File: config.mk
export PLATFORM = sky130hd
export DESIGN_NAME = bias_buffer_loader
export DESIGN_NICKNAME = d
export VERILOG_FILES = /design/src/rtl/bias_buffer_loader.sv
export SDC_FILE = /design/constraint.sdc
export NUM_CORES = 1
export LEC_CHECK = 0
export CAP_MARGIN = 10
export CORE_MARGIN = 3
export CORE_UTILIZATION = 35
export CTS_CLUSTER_SIZE = 20
export DETAILED_ROUTE_END_ITERATION = 12
export PLACE_DENSITY = 0.74
export SLEW_MARGIN = 15
export SYNTH_ARGS = -nofsm -noshare
export SYNTH_HDL_FRONTEND = slang
export SYNTH_SLANG_ARGS = --single-unit
File: constraint.sdc
create_clock -name clk -period 2.32 [get_ports clk]
set_input_delay 0.58 -clock clk [delete_from_list [all_inputs] [get_ports clk]]
set_output_delay 0.58 -clock clk [all_outputs]
set_load 0.02 [all_outputs]
File: src/rtl/bias_buffer_loader.sv
// Bias buffer write-side feeder: scatters a valid/ready word stream
// across BUFFER_NUM bias banks, bank-interleaved from a base row address.
module bias_buffer_loader #(
    parameter int X_PE       = 16,
    parameter int ADDR_LEN   = 9,
    parameter int DATA_LEN   = 64,
    parameter int BUFFER_NUM = 8 * X_PE / DATA_LEN,
    parameter int CNT_LEN    = ADDR_LEN + 1
) (
    input  logic                  clk,
    input  logic                  rst,
    input  logic                  ld_conf,
    input  logic [ADDR_LEN-1:0]   ld_base_addr,
    input  logic [CNT_LEN-1:0]    ld_rows,
    input  logic [DATA_LEN-1:0]   din,
    input  logic                  din_valid,
    output logic                  din_ready,
    output logic [DATA_LEN-1:0]   data_wr,
    output logic [ADDR_LEN-1:0]   wr_addr,
    output logic [BUFFER_NUM-1:0] wr_en,
    output logic                  done,
    output logic                  idle
);

    localparam int BANK_W = (BUFFER_NUM > 1) ? $clog2(BUFFER_NUM) : 1;
    localparam logic [BANK_W-1:0] LAST_BANK = BANK_W'(BUFFER_NUM - 1);

    typedef enum logic [1:0] {
        IDLE,
        LOAD,
        DONE
    } state_t;

    state_t                state_q, state_d;
    logic [ADDR_LEN-1:0]   addr_cnt_q, addr_cnt_d;
    logic [CNT_LEN-1:0]    rows_left_q, rows_left_d;
    logic [BANK_W-1:0]     bank_cnt_q, bank_cnt_d;
    logic [DATA_LEN-1:0]   data_wr_q, data_wr_d;
    logic [ADDR_LEN-1:0]   wr_addr_q, wr_addr_d;
    logic [BUFFER_NUM-1:0] wr_en_q, wr_en_d;
    logic                  done_q, done_d;
    logic                  idle_q, idle_d;
    logic                  accept;

    assign din_ready = (state_q == LOAD);
    assign accept    = din_valid && din_ready;
    assign data_wr   = data_wr_q;
    assign wr_addr   = wr_addr_q;
    assign wr_en     = wr_en_q;
    assign done      = done_q;
    assign idle      = idle_q;

    always_comb begin
        state_d     = state_q;
        addr_cnt_d  = addr_cnt_q;
        rows_left_d = rows_left_q;
        bank_cnt_d  = bank_cnt_q;
        data_wr_d   = data_wr_q;
        wr_addr_d   = wr_addr_q;
        wr_en_d     = '0;
        unique case (state_q)
            IDLE: begin
                if (ld_conf) begin
                    addr_cnt_d  = ld_base_addr;
                    rows_left_d = ld_rows;
                    bank_cnt_d  = '0;
                    state_d     = (ld_rows == '0) ? DONE : LOAD;
                end
            end
            LOAD: begin
                if (accept) begin
                    data_wr_d = din;
                    wr_addr_d = addr_cnt_q;
                    wr_en_d   = BUFFER_NUM'(1) << bank_cnt_q;
                    if (bank_cnt_q == LAST_BANK) begin
                        bank_cnt_d  = '0;
                        addr_cnt_d  = addr_cnt_q + 1'b1;
                        rows_left_d = rows_left_q - 1'b1;
                        if (rows_left_q == CNT_LEN'(1)) begin
                            state_d = DONE;
                        end
                    end else begin
                        bank_cnt_d = bank_cnt_q + 1'b1;
                    end
                end
            end
            DONE: begin
                state_d = IDLE;
            end
            default: begin
                state_d = IDLE;
            end
        endcase
        // done/idle are registered from the next state so they line up
        // with the final registered write
        done_d = (state_d == DONE);
        idle_d = (state_d == IDLE);
    end

    always_ff @(posedge clk) begin
        if (rst) begin
            state_q     <= IDLE;
            addr_cnt_q  <= '0;
            rows_left_q <= '0;
            bank_cnt_q  <= '0;
            data_wr_q   <= '0;
            wr_addr_q   <= '0;
            wr_en_q     <= '0;
            done_q      <= 1'b0;
            idle_q      <= 1'b1;
        end else begin
            state_q     <= state_d;
            addr_cnt_q  <= addr_cnt_d;
            rows_left_q <= rows_left_d;
            bank_cnt_q  <= bank_cnt_d;
            data_wr_q   <= data_wr_d;
            wr_addr_q   <= wr_addr_d;
            wr_en_q     <= wr_en_d;
            done_q      <= done_d;
            idle_q      <= idle_d;
        end
    end

endmodule

Word-level counts from Yosys, hierarchy flattened
Index checks and enable logic that the tools add are counted. Widths: inputs -> output; s select.

Bits in registers: 99. Bits in latches: 0. RAM bits: 0. Bits in read-only memories: 0. Input port bits: 87. Output and inout bits: 78. Word-level logic and storage cells: 48. Memories kept: 0.

$add $sub $neg: 3. $mul: 0. Div/mod/pow operators: 0. $lt $le $gt $ge: 0. Eq/ne operators: 6. Shifts and indexed selects: 1. Multiplexer cells: 18. Bitwise operators: 2. Reductions and logical operators: 9.

Operators by type and width (number): $mux 10 (3); $mux 9 (3); $pmux 10 s2 (1); $pmux 9 s2 (1); $eq 10x1->1 const B (1); $logic_not 10->1 (1); $mux 2 (5); $sub 10x1->10 const B (1); $add 9x1->9 const B (1); $logic_not 2->1 (2); $ne 2x1->1 const B (2); $pmux 2 s2 (1); $reduce_and 4->1 (1); $mux 1 (3); $reduce_and 3->1 (1); $reduce_or 3->1 (1); $eq 2x1->1 const B (1); $eq 2x2->1 const B (1); $ne 2x2->1 const B (1); $not 1->1 (2); $pmux 1 s2 (1); $reduce_and 2->1 (1); $reduce_bool 2->1 (1); $shl 1x1->2 const A (1); other kinds (2) (2).

Logic depth before layout (Yosys ltp)
Gate-level depths: netlist (run 1).

Depth in word-level cells: 6. Mapped depth: 8. Mapped depth without buffers: 6.

Worst setup path before layout (run 1)
OpenSTA, ideal clock, no wires.

Path type: register to output. Start: reg state_q[1]. End: out din_ready. Data arrival time: 1081 ps. Setup slack: 659 ps. Stages on the path, launching flop included: 5. Cell sequence: dfxtp_1 -> nand2b_1 -> buf_2 -> inv_2 -> clkbuf_1.

Cells in the longest elaborated chain, start to end: 1.

Ends and longest elaborated chain: start, declared (line 34) `state_t state_q, state_d;`; start signal, assigned (line 112) `state_q <= state_d;`; $eq 2x1->1 (line 45) `assign din_ready = (state_q == LOAD);`; end, declared (line 17) `output logic din_ready,`.

No other way between the ends.

Worst setup path in the final report (run 1)
Same ends and word-level chain as after synthesis.

==> impl_metrics.csv, run 1 <==
group,metric,value,unit
yosys,yosys_warnings,0,
timing,finalCriticalPeriod,2180,ps
layout,design_area,6050,um2
worst_setup_path,worstReg2RegStart,"rows_left_q[3]",
yosys,ys_top_cells_by_area,"dfxtp_1, nand2_1, a21oi_1",
placement,dp_hpwl,8220,um
yosys,syn_area_per_cell,7.91,um2
layout,antennaDiodeCount,0,
global_routing,antenna_found_initial,0,
timing,worstMarginPinSlew,541,ps
yosys,synthArstFlopShare,0,
timing,fmax,459,MHz
cts,ctsHtreeMaxLevel,3,
timing,final.setup.worst_slack,140,ps
cts,root_buffer,"clkbuf_16",
drt,drtIter0Drc,240,
yosys,synth_top_area_share,0.502,
global_routing,grtUsageMet1,0.229,
global_routing,grt_use_met2,0.285,
global_routing,first_global_vias,3788,
yosys,netlist_area,3950,um2
drt,vias,4013,
power,p_per_area,696,nW/um2
floorplan,io-pin-count,165,
global_routing,grt_pass1_wl,18400,um
power,power.leakage,2.13,nW
cts,clock_sinks,99,
cts,cts_tree,"done",
global_routing,grtUsageMet3,0.0404,
placement,placed_area,5750,um2
yosys,yosysSeqAreaShare,0.502,
cts,hold_buffers,0,
worst_setup_path,start_kind,"flop",
timing,setup_viol,0,
timing,maxSlewViolCount,0,
global_routing,grt_use_total,0.175,
yosys,synth_cell_types,48,
power,p_comb_frac,0.188,
worst_setup_path,startpoint,"state_q[1]",
global_routing,grt_max_degree,50,
drt,drtPass1Iterations,5,
worst_setup_path,critical_path_required,1740,ps
power,finalPower,4.21,mW
drt,drc,0,
floorplan,fp.coreArea,10900,um2
yosys,synth_edf_count,0,
timing,hold_violations,0,
layout,stdcell_count,793,
layout,fill_cells,1030,
worst_setup_path,end_kind,"output pin",
worst_hold_path,hp-class,"flop to flop",
drt,routed_wl,11400,um
worst_setup_path,critPathMaxFanout,8,
power,p_sw_frac,0.258,
cts,cts_setup_buffers,0,
cts,clkTransAtPathRegs,60,ps
yosys,yosys-top-cells-count,"nand2_1, dfxtp_1, a21oi_1",
job,max_cap_viol_count,0,
yosys,yosysTopAreaCell,"dfxtp_1",
floorplan,initial_utilization,0.361,
power,power_frac_clock,0.367,
worst_setup_path,critical_path_class,"flop to output pin",
timing,period_share,0.940,
placement,io_buffer_count,164,
yosys,synth_nets,589,
timing,tns,0,ps
placement,dp_cells,779,
timing,clock_skew,4.62,ps
layout,layout-drive-gt1-share,0.0628,
yosys,synth_most_common_cell,"nand2_1",
yosys,dominantRegCellSynth,"dfxtp_1",
floorplan,die_area,12600,um2
layout,final_nets,740,
floorplan,rows,38,
drt,wl_per_cell,14.4,um
power,intPower,3.12,mW
power,power.switching,1.09,mW
layout,multi_input_area,1800,um2
drt,ant_nets,0,
placement,gp_congestion,0.813,
cts,numCtsBuffers,9,
placement,pre_cts_ws,140,ps
floorplan,fp.dieW,112,um
cts,ctsResizeCount,0,
global_routing,grt_overflow,0,
floorplan,die_h,112,um
timing,rsz0062_at_grt,"no",
worst_setup_path,cp.arrival,1600,ps
yosys,synth_seq_cells,99,
layout,regArea,1980,um2
run_status,status,"complete, no violations",
power,seq_power_share,0.445,
yosys,syn_inst,499,
worst_hold_path,hp-start,"data_wr[41]",
timing,slew_headroom,0.635,
cts,clockBufferDepth,2,
power,ir_drop,357,uV
cts,clk_latency,330,ps
drt,viasPerCell,5.06,
layout,area_growth,53.3,%
global_routing,top_usage_layer,"met2",
power by group through the flow:
stage | sequential (mW) | combinational, mW | clock [mW]
floorplan | 1.97 | 0.344 | 0
global placement | 1.91 | 0.777 | 0
detailed placement | 1.91 | 0.792 | 0
CTS | 1.87 | 0.796 | 1.59
global route | 1.89 | 0.860 | 1.66
finish | 1.87 | 0.793 | 1.54
kinds of logic (layout without fill, tap and decap cells):
logic type	Yosys count	in the layout	synth area share
AOI/OAI and AO/OA	133	133	0.193
xor gates and xnor gates	1	1	0.00222
adders and majority gates	3	3	0.00951
buffers and inverters	41	195	0.0434
DFF	99	99	0.502
muxes	1	1	0.00285
and+or+nand+nor	221	221	0.246
per-layer routing:
metal	vias to the layer above	part of all wire
met5	-	0
met4	0	0.012
met3	13	0.073
met2	160	0.48
met1	1851	0.43
li1	1989	-
sequential cells by signal, summed over array words and instances (netlist names), 2 cells and up:
signal	cells
data_wr	64
rows_left_q	10
addr_cnt_q	9
wr_addr	9
state_q	2
wr_en	2
stage by stage:
stage | hold slack, ps | util
6_report | 456 | 0.553
5_1_grt | 476 | 0.553
4_1_cts | 455 | 0.553
3_5_place_dp | 446 | 0.526
3_3_place_gp | 442 | 0.526
2_1_floorplan | 442 | -
final timing paths:
kind / depth (start not counted) / end / slack, ps
max: 3 / din_ready / 140
min: 2 / data_wr[41] / 460
max reg2reg: 4 / state_q[0] / 490
min reg2reg: 2 / data_wr[41] / 460
area by class of cell:
cell class / count / share of cell area
repair buffers: 178 / 0.294
clock buffers: 9 / 0.0372
flip-flops and latches: 99 / 0.328
well taps: 140 / 0.0289
multi-input cells: 359 / 0.297
inverters: 3 / 0.00186
clock inverters: 5 / 0.0130
cell usage in the layout (no fill, tap or decap), drive strengths merged, types with 2 or more instances in the layout:
| master | instances |
|---|---|
| and2 | 7 |
| o21a | 2 |
| clkdlybuf4s50 | 163 |
| a21o | 4 |
| nand2b | 4 |
| o32ai | 2 |
| nor3 | 9 |
| nor4 | 7 |
| nand4 | 3 |
| buf | 15 |
| or3 | 3 |
| a211oi | 5 |
| or4 | 2 |
| a31oi | 2 |
| nand3 | 8 |
| ha | 3 |
| o31a | 2 |
| bufinv | 2 |
| inv | 4 |
| dfxtp | 99 |
| a21oi | 90 |
| nor2 | 11 |
| nand2 | 159 |
| clkinv | 2 |
| o21ai | 17 |
| clkbuf | 9 |
critical path, stage by stage (launching register included):
cell and delay, ps:
dfxtp_1 390, nand2b_1 220, inv_2 70, clkdlybuf4s50_1 590
Power figures use the tool's default switching activity.
==> inputs of run 2 (changes only) <==
--- a/config.mk
+++ b/config.mk
@@ -10,6 +10,7 @@
 export CORE_UTILIZATION = 35
 export CTS_CLUSTER_SIZE = 20
 export DETAILED_ROUTE_END_ITERATION = 12
+export GPL_TIMING_DRIVEN = 0
 export PLACE_DENSITY = 0.74
 export SLEW_MARGIN = 15
 export SYNTH_ARGS = -nofsm -noshare
==> impl_metrics.csv, run 2 (same netlist as run 1, synthesis figures left out) <==
group,metric,value,unit
power,p_per_area,679,nW/um2
floorplan,fp.coreArea,10900,um2
worst_setup_path,end_kind,"output pin",
global_routing,grt_overflow,0,
global_routing,antenna_found_initial,0,
run_status,status,"complete, no violations",
layout,largest_reg_flops,64,
worst_setup_path,critPathTopFamily,"buffers and inverters",
placement,io_buffer_count,163,
timing,slew_headroom,0.594,
cts,clockBufferDepth,2,
floorplan,initial_utilization,0.361,
drt,wl_met1,5280,um
layout,antennaDiodeCount,0,
drt,routed_wl,12000,um
layout,layout_common_cells,"clkdlybuf4s50_1, nand2_1, dfxtp_1",
cts,clk_latency,330,ps
floorplan,io-pin-count,165,
timing,rsz0062_at_grt,"no",
worst_setup_path,cp.arrival,1620,ps
drt,vias,4084,
layout,mostFrequentLayoutCell,"clkdlybuf4s50_1",
drt,viasPerCell,5.00,
layout,area_growth,52.9,%
timing,worstMarginPinSlew,608,ps
worst_setup_path,slowest_stage,"dlygate4sd2_1",
global_routing,first_global_vias,3986,
placement,gp_congestion,0.907,
worst_setup_path,start_kind,"flop",
worst_setup_path,critical_path_class,"flop to output pin",
timing,period_share,0.948,
layout,layout-drive-gt1-share,0.0620,
global_routing,grt_max_degree,19,
cts,clock_sinks,99,
timing,finalCriticalPeriod,2200,ps
power,power.leakage,2.11,nW
layout,utilization,0.552,
power,ir_drop,364,uV
drt,drtIter0Drc,221,
timing,fmax,455,MHz
cts,clkTransAtPathRegs,80,ps
worst_setup_path,critPathBufInv,3,
worst_setup_path,critical_path_required,1740,ps
cts,root_buffer,"clkbuf_16",
cts,numCtsBuffers,9,
placement,dp_hpwl,9070,um
worst_hold_path,hp-class,"flop to flop",
timing,setup_viol,0,
global_routing,grt_use_total,0.185,
drt,ant_nets,0,
global_routing,grt_pass1_wl,19300,um
floorplan,fp.dieW,112,um
drt,topRoutingLayerUsed,"met4",
worst_setup_path,path_cells,"nand2b_1 > buf_2 > inv_2 > dlygate4sd2_1",
timing,clock_skew,12.2,ps
layout,final_nets,762,
cts,ctsHtreeMaxLevel,3,
drt,wl_per_cell,14.6,um
drt,dr_wl_met2,5660,um
drt,dr_wl_met3,859,um
layout,fill_cells,1048,
timing,hold_violations,0,
power,finalPower,4.09,mW
floorplan,die_area,12600,um2
drt,drtPass1Iterations,4,
floorplan,rows,38,
job,max_cap_viol_count,0,
cts,cts_tree,"done",
worst_setup_path,max_stage_delay,370,ps
timing,maxSlewViolCount,0,
drt,drc,0,
worst_setup_path,critPathMaxFanout,13,
floorplan,die_h,112,um
run 2: repair_timing:
| item | CTS | global route |
|---|---|---|
| setup buffers | 0 | 0 |
| setup endpoints to repair | 1 | 3 |
| pin swaps | 0 | 0 |
| hold buffers | 0 | 0 |
| resized for setup | 1 | 2 |
run 2: final cells by class:
class	count	area, um2	area share
Inverter	3	11.3	0.00187
Sequential cell	99	1980	0.329
Clock inverter	7	58.8	0.00974
Buffer	37	158	0.0261
Tap cell	140	175	0.0290
Timing Repair Buffer	163	1630	0.270
Clock buffer	9	225	0.0373
Multi-Input combinational cell	359	1790	0.297
run 2: worst paths after layout:
path	start	end	slack, ps	cells past startpoint
hold / removal	data_wr[3]	data_wr[3]	450	2
hold reg to reg	data_wr[3]	data_wr[3]	450	2
setup reg to reg	state_q[1]	rows_left_q[7]	420	7
setup / recovery	state_q[1]	din_ready	120	4
run 2: worst min-delay path, stage by stage (launching register included):
cell	delay, ps
dfxtp_1	310
nand2_1	50
a21oi_1	50
run 2: where the power goes:
| part | leakage, nW | internal [mW] | switching [mW] |
|---|---|---|---|
| combinational | 1.16 | 0.383 | 0.412 |
| sequential | 0.807 | 1.80 | 0.0745 |
| clock | 0.139 | 0.747 | 0.683 |
| total | 2.11 | 2.93 | 1.17 |
run 2: metrics by stage:
stage / instances / worst slack, ps / cell area (um2) / hold slack (ps) / TNS (ps)
finish: 817 / 121 / 6030 / 453 / 0
global route: 817 / 59.7 / 6030 / 467 / 0
CTS: 817 / 75.1 / 6030 / 457 / 0
detailed placement: 802 / -227 / 5750 / 446 / -5830
global placement: 802 / -221 / 5750 / 441 / -4230
floorplan: 499 / 659 / 3950 / 442 / 0
run 2: metal layers:
layer  GRT usage  vias up
li1            -     2039
met1       0.238     1884
met2       0.307      149
met3      0.0496       12
met4      0.0505        0
met5           0        -
==> inputs of run 3 (changes only) <==
--- a/config.mk
+++ b/config.mk
@@ -11,6 +11,7 @@
 export CTS_CLUSTER_SIZE = 20
 export DETAILED_ROUTE_END_ITERATION = 12
 export GPL_TIMING_DRIVEN = 0
+export HOLD_SLACK_MARGIN = 0.03
 export PLACE_DENSITY = 0.74
 export SLEW_MARGIN = 15
 export SYNTH_ARGS = -nofsm -noshare
==> results of run 3 <==
No change in the layout: final DEF, timing and power equal those of run 2.
